## src/rtl/hdlc_pkg.sv

```systemverilog
// Shared HDLC constants and the transmit framer state type.
package hdlc_pkg;

  localparam int unsigned BYTE_W    = 8;
  localparam int unsigned CNT_W     = 8;
  localparam int unsigned BIT_CNT_W = 3;
  localparam int unsigned ONES_W    = 3;

  localparam logic [BYTE_W-1:0] HDLC_FLAG      = 8'h7E;
  localparam logic [BYTE_W-1:0] HDLC_ABORT     = 8'hFE;
  localparam int unsigned       HDLC_MAX_FRAME = 128;

  // Run of consecutive ones after which a zero must be inserted.
  localparam logic [ONES_W-1:0] STUFF_RUN = 3'd5;

  typedef enum logic [2:0] {
    IDLE,
    OPEN,
    DATA,
    CLOSE,
    ABORT
  } tx_framer_state_t;

endpackage

```

## src/rtl/tx_zero_insert.sv

```systemverilog
// Zero-bit insertion: counts consecutive ones on the line and forces a
// stuffed 0 (stalling the source) after five of them.
module tx_zero_insert
  import hdlc_pkg::*;
(
  input  logic clk,
  input  logic rst_n,
  input  logic data_bit,
  input  logic valid,
  input  logic bypass,
  input  logic clear,
  output logic line_bit_c,
  output logic stall_c,
  output logic pend_c
);

  logic [ONES_W-1:0] ones;

  // pend_c flags that the current bit completes a run, so a stuffed 0 follows.
  always_comb begin
    stall_c    = valid && !bypass && (ones == STUFF_RUN);
    line_bit_c = stall_c ? 1'b0 : data_bit;
    pend_c     = valid && !bypass && !stall_c && data_bit &&
                 (ones == STUFF_RUN - ONES_W'(1));
  end

  always_ff @(posedge clk or negedge rst_n) begin
    if (!rst_n) begin
      ones <= '0;
    end else if (clear || (valid && (bypass || !line_bit_c))) begin
      ones <= '0;
    end else if (valid) begin
      ones <= ones + ONES_W'(1);
    end
  end

endmodule

```

## src/rtl/tx_framer.sv

```systemverilog
// HDLC transmit framer: flags, zero insertion, LSB-first serialisation, abort.
// Optional feature macro: TX_FRAMER_IDLE_FLAG_EN (idle flags instead of mark idle).
module tx_framer
  import hdlc_pkg::*;
(
  input  logic              Clk,
  input  logic              Rst,
  input  logic              DataAvail,
  input  logic [BYTE_W-1:0] DataOutBuff,
  input  logic [CNT_W-1:0]  FrameSize,
  input  logic              AbortFrame,
  output logic              RdBuff,
  output logic              AbortedTrans,
  output logic              Tx,
  output logic              TxBusy
);

  tx_framer_state_t     state, state_nxt;
  logic [BIT_CNT_W-1:0] bit_cnt, bit_cnt_nxt;
  logic [CNT_W-1:0]     byte_cnt, byte_cnt_nxt;
  logic [BYTE_W-1:0]    shreg, shreg_nxt;
  logic                 tx_nxt;
  logic                 aborted_nxt;
  logic                 last_bit;
  logic                 abort_ok;
  logic                 zi_valid, zi_bypass, zi_clear;
  logic                 zi_bit, zi_stall, zi_pend;

  assign last_bit = (bit_cnt == BIT_CNT_W'(7));
  assign abort_ok = AbortFrame && ((state == OPEN) || (state == DATA) || (state == CLOSE));

  tx_zero_insert u_zero_insert (
    .clk        (Clk),
    .rst_n      (Rst),
    .data_bit   (shreg[0]),
    .valid      (zi_valid),
    .bypass     (zi_bypass),
    .clear      (zi_clear),
    .line_bit_c (zi_bit),
    .stall_c    (zi_stall),
    .pend_c     (zi_pend)
  );

  always_ff @(posedge Clk or negedge Rst) begin
    if (!Rst) state <= IDLE;
    else      state <= state_nxt;
  end

  // Next state, next line bit and byte-fetch handshake.
  always_comb begin
    state_nxt    = state;
    bit_cnt_nxt  = bit_cnt;
    byte_cnt_nxt = byte_cnt;
    shreg_nxt    = shreg;
    tx_nxt       = 1'b1;
    aborted_nxt  = 1'b0;
    RdBuff       = 1'b0;
    zi_valid     = 1'b0;
    zi_bypass    = 1'b1;
    zi_clear     = 1'b0;

    case (state)
      IDLE: begin
`ifdef TX_FRAMER_IDLE_FLAG_EN
        tx_nxt      = HDLC_FLAG[bit_cnt];
        bit_cnt_nxt = bit_cnt + BIT_CNT_W'(1);
        if (DataAvail && last_bit) begin
          state_nxt    = OPEN;
          byte_cnt_nxt = FrameSize;
        end
`else
        bit_cnt_nxt = '0;
        if (DataAvail) begin
          state_nxt    = OPEN;
          byte_cnt_nxt = FrameSize;
        end
`endif
      end

      OPEN: begin
        tx_nxt      = HDLC_FLAG[bit_cnt];
        zi_valid    = 1'b1;
        bit_cnt_nxt = bit_cnt + BIT_CNT_W'(1);
        if (last_bit) begin
          if (byte_cnt != '0) begin
            RdBuff    = 1'b1;
            shreg_nxt = DataOutBuff;
            state_nxt = DATA;
          end else begin
            state_nxt = CLOSE;
          end
        end
      end

      // byte_cnt == 0 inside DATA means only a trailing stuffed zero remains.
      DATA: begin
        zi_valid  = 1'b1;
        zi_bypass = 1'b0;
        tx_nxt    = zi_bit;
        if (zi_stall) begin
          if (byte_cnt == '0) begin
            state_nxt   = CLOSE;
            bit_cnt_nxt = '0;
          end
        end else begin
          shreg_nxt   = shreg >> 1;
          bit_cnt_nxt = bit_cnt + BIT_CNT_W'(1);
          if (last_bit) begin
            byte_cnt_nxt = byte_cnt - CNT_W'(1);
            if (byte_cnt > CNT_W'(1)) begin
              RdBuff    = 1'b1;
              shreg_nxt = DataOutBuff;
            end else if (!zi_pend) begin
              state_nxt = CLOSE;
            end
          end
        end
      end

      CLOSE: begin
        tx_nxt      = HDLC_FLAG[bit_cnt];
        zi_valid    = 1'b1;
        bit_cnt_nxt = bit_cnt + BIT_CNT_W'(1);
        if (last_bit) state_nxt = IDLE;
      end

      ABORT: begin
        tx_nxt      = HDLC_ABORT[bit_cnt];
        zi_valid    = 1'b1;
        bit_cnt_nxt = bit_cnt + BIT_CNT_W'(1);
        if (last_bit) state_nxt = IDLE;
      end

      default: begin
        state_nxt   = IDLE;
        bit_cnt_nxt = '0;
      end
    endcase

    // Accepted abort: first abort bit goes out on this edge, the rest follow.
    if (abort_ok) begin
      state_nxt    = ABORT;
      bit_cnt_nxt  = BIT_CNT_W'(1);
      byte_cnt_nxt = '0;
      shreg_nxt    = shreg;
      tx_nxt       = HDLC_ABORT[0];
      aborted_nxt  = 1'b1;
      RdBuff       = 1'b0;
      zi_clear     = 1'b1;
    end
  end

  always_ff @(posedge Clk or negedge Rst) begin
    if (!Rst) begin
      bit_cnt      <= '0;
      byte_cnt     <= '0;
      shreg        <= '0;
      Tx           <= 1'b1;
      AbortedTrans <= 1'b0;
      TxBusy       <= 1'b0;
    end else begin
      bit_cnt      <= bit_cnt_nxt;
      byte_cnt     <= byte_cnt_nxt;
      shreg        <= shreg_nxt;
      Tx           <= tx_nxt;
      AbortedTrans <= aborted_nxt;
      TxBusy       <= (state_nxt != IDLE);
    end
  end

endmodule

```

## config.mk

```make
export PLATFORM = sky130hd
export DESIGN_NAME = tx_framer
export DESIGN_NICKNAME = d
export VERILOG_FILES = /design/src/rtl/hdlc_pkg.sv /design/src/rtl/tx_zero_insert.sv /design/src/rtl/tx_framer.sv
export SDC_FILE = /design/constraint.sdc
export NUM_CORES = 1
export LEC_CHECK = 0
export CORE_ASPECT_RATIO = 1.2
export CORE_MARGIN = 5
export CORE_UTILIZATION = 35
export DETAILED_ROUTE_END_ITERATION = 8
export GPL_ROUTABILITY_DRIVEN = 0
export PLACE_DENSITY = 0.51
export SLEW_MARGIN = 20
export SYNTH_ARGS = -nofsm -noshare
export SYNTH_HDL_FRONTEND = slang
export SYNTH_SLANG_ARGS = --single-unit
```

## constraint.sdc

```tcl
create_clock -name Clk -period 3 [get_ports Clk]
set_input_delay 0.6 -clock Clk [delete_from_list [all_inputs] [get_ports Clk]]
set_output_delay 0.6 -clock Clk [all_outputs]
set_load 0.005 [all_outputs]
```

==> results.txt <==
Fin worst setup slack: 0.4194 ns
Vias per inst: 5.495
Clk_lat worst skew: 0.29 ns
Internal power: 0.9355 mW
Die W: 74.33 um
Worst Hold Class: reg -> reg
Seq pwr share: 42.8%
Pins Over Slew Limit: 0
Maxcap violations: 0
All-layer global routing usage: 14.49%
Die height: 87.19 um
Design area: 0.002106 sq mm
Rel. slew slack: 48.22%
Arr. time, crit path: 1.98 ns
Non-Filler Instances: 281
Root Buffer: clkbuf_8
Placed instance area: 0.002042 sq mm
I/O Buffers: 23
Cell with the most instances after synthesis: dfrtp_1
Yosys warning count: 0
Final Hold Viols: 0
Final setup fails: 0
Worst vdd ir: 0.2749 mV
Switch share: 41.61%
Worst setup SP type: register
Synth cell types: 45
Vias in the first global route: 1568
DR pass1 iterations: 4
Critical path endpoint category: output port
Crit Path Max Fanout: 5
Comb pwr share: 43.2%
Cells after DPL: 276
Final Skew: 0.008331 ns
CTS tree: built
TritonCTS buffer count: 3
Worst path bufs/invs: 1
FF-to-FF Start: u_zero_insert.ones[0]$_DFFE_PN0P_
Largest net degree at the start of global routing: 29
Status: completed
Post-synth EDFFs: 0
Vias: 1544
PwrDens: 760.9 mW/mm^2
First-pass GRT wire length: 7210 um
GRT overflow: 0
Num rows: 28
Clock-pin slew on the worst setup and hold paths: 0.10 ns
Delay-heaviest family, CP: simple AND/OR/NAND/NOR gates
Cells along the critical path: or4_4 -> nor4_4 -> o32a_2 -> nor3_1 -> dlymetal6s2s_1
Worst endpoint required time: 2.40 ns
Clock sink count: 28
Worst hold start: shreg[1]$_DFFE_PN0P_
Post-synth ARST share: 100.0%
Cells after synthesis: 196
Routed Antenna Nets: 0
R2R depth: 6
Share of cells above drive strength 1: 10.41%
I/O Pins: 24
Clk buf depth: 2
Post-synth top area share: 38.88%
Seq cells post-synth: 28
DR iter-0 viols: 69
CP Class: reg -> out
Lkg Pwr: 0.9157 nW
Clock share of power: 14.0%
Post-synth net total: 224
Most frequent cells after synthesis: dfrtp_1, nor2_1, a21oi_1
Antenna violations before repair: 0
Actual slew at the worst max-slew pin: 0.7767 ns
Post-synthesis sequential area ratio: 40.39%
Highest clock rate: 387.5 MHz
Worst Hold End: shreg[1]$_DFFE_PN0P_
Hold slack: 0.5400 ns
DP HPWL: 3258 um
Post-synth top flop: dfrtp_1
Avg Cell Area, Syn: 8.867 sq um
Design Power: 1.602 mW
Routed WL per cell: 15.83 um
Final #Nets: 250
Die area: 0.006480 sq mm
Setup slack, reg-to-reg: 0.82 ns
Setup TNS: 0 ns
Min cycle time layout: 2.581 ns
Post-synth top area cell: dfrtp_1
H-tree depth: 1
Reg2Reg Capture Point: shreg[7]$_DFFE_PN0P_
DRT Wirelength: 4448 um
Syn Std Cell Area: 0.001738 sq mm
CP max-delay cell: or4_4
Pre-CTS WS: 0.2448 ns
Initial Util: 35.69%
Synth top area cells: dfrtp_1, a21oi_1, o21ai_0, ha_1, nor2_1
Slowest cell delay on critical path: 0.60 ns
# DRC: 0
RSZ-0062 raised after global routing: false
WHS Path Cells: 2
Final Cycle Share: 86.02%
Core footprint: 0.004870 sq mm
P&R area growth vs syn: 21.17%
Core occupancy in the finished layout: 43.24%
Psw: 0.6667 mW
# diodes: 0
cell families (layout without fill, tap and decap cells):
logic type / after synthesis / after routing / synth area share, %
compound gates: 60 / 60 / 21.89
fa+ha+maj: 8 / 8 / 5.760
flops: 28 / 28 / 40.39
buf+inv: 21 / 46 / 5.255
xor+xnor: 2 / 2 / 1.008
mux: 8 / 8 / 4.608
simple gates: 69 / 69 / 21.09
worst max path at each step:
stage | from | endpoint | slack, ns | cells after the start
after floorplan | AbortFrame | RdBuff | 0.89 | 5
after global placement | AbortFrame | RdBuff | 0.24 | 6
after detailed placement | AbortFrame | RdBuff | 0.24 | 6
after CTS | byte_cnt[1]$_DFFE_PN0P_ | RdBuff | 0.03 | 7
after global routing | byte_cnt[7]$_DFFE_PN0P_ | RdBuff | 0.34 | 5
final | byte_cnt[7]$_DFFE_PN0P_ | RdBuff | 0.42 | 5
per-layer routing:
metal,vias to the layer above,GRT usage (%),part of all wire [%]
li1,745,-,-
met3,13,3.349,6.6
met5,-,0,0
met2,62,25.48,49
met4,0,6.796,2.9
met1,724,16.25,41
cell usage in the layout (no fill, tap or decap), drive strengths merged, types with 2 or more instances in the layout:
| cell | Yosys | routed |
|---|---|---|
| a22o | 2 | 2 |
| nand2b | 3 | 3 |
| clkdlybuf4s50 | 0 | 22 |
| o21ai | 23 | 23 |
| inv | 12 | 12 |
| nor3b | 3 | 3 |
| or3 | 2 | 2 |
| clkbuf | 3 | 4 |
| nor2 | 26 | 26 |
| ha | 8 | 8 |
| buf | 6 | 7 |
| or4 | 2 | 2 |
| nand2 | 13 | 13 |
| mux2i | 8 | 8 |
| nor4 | 3 | 3 |
| o22ai | 3 | 3 |
| a21oi | 22 | 22 |
| xor2 | 2 | 2 |
| nor3 | 9 | 9 |
| dfrtp | 27 | 27 |
layout make-up:
cell class | instances | area [sq um]
clock buffer | 4 | 45.04
fill | 470 | 2764
inverter | 12 | 45.04
multi-input combinational | 147 | 952.2
sequential | 28 | 703.2
tap | 60 | 75.07
timing repair buffer | 30 | 285.3
power by group through the flow:
stage                     Combinational, mW  Sequential, mW  Clock [mW]
final                                 0.693           0.685       0.224
after global routing                  0.782           0.704       0.246
after CTS                             0.689           0.682       0.234
after detailed placement              0.671           0.693           0
after global placement                0.655           0.684           0
after floorplan                       0.515           0.625           0
what timing repair did:
action                                  4_1_cts  5_1_grt
buffers inserted                              1        0
endpoints found under the hold margin         0        0
endpoints found under the setup margin        1        1
gates resized for setup                       0        5
hold buffers                                  0        0
pin swaps                                     0        1
registers in the layout, summed over array words and instances (netlist names):
signal / flops
byte_cnt: 8
Tx: 1
state: 3
AbortedTrans: 1
bit_cnt: 3
shreg: 8
TxBusy: 1
u_zero_insert.ones: 3
worst min-delay path, cell delays in order, from the launching register on:
cell and delay (ns):
dfrtp_1 0.36, nor2_1 0.05, a21oi_1 0.10
Note: power is estimated with default switching activity, not from simulation.
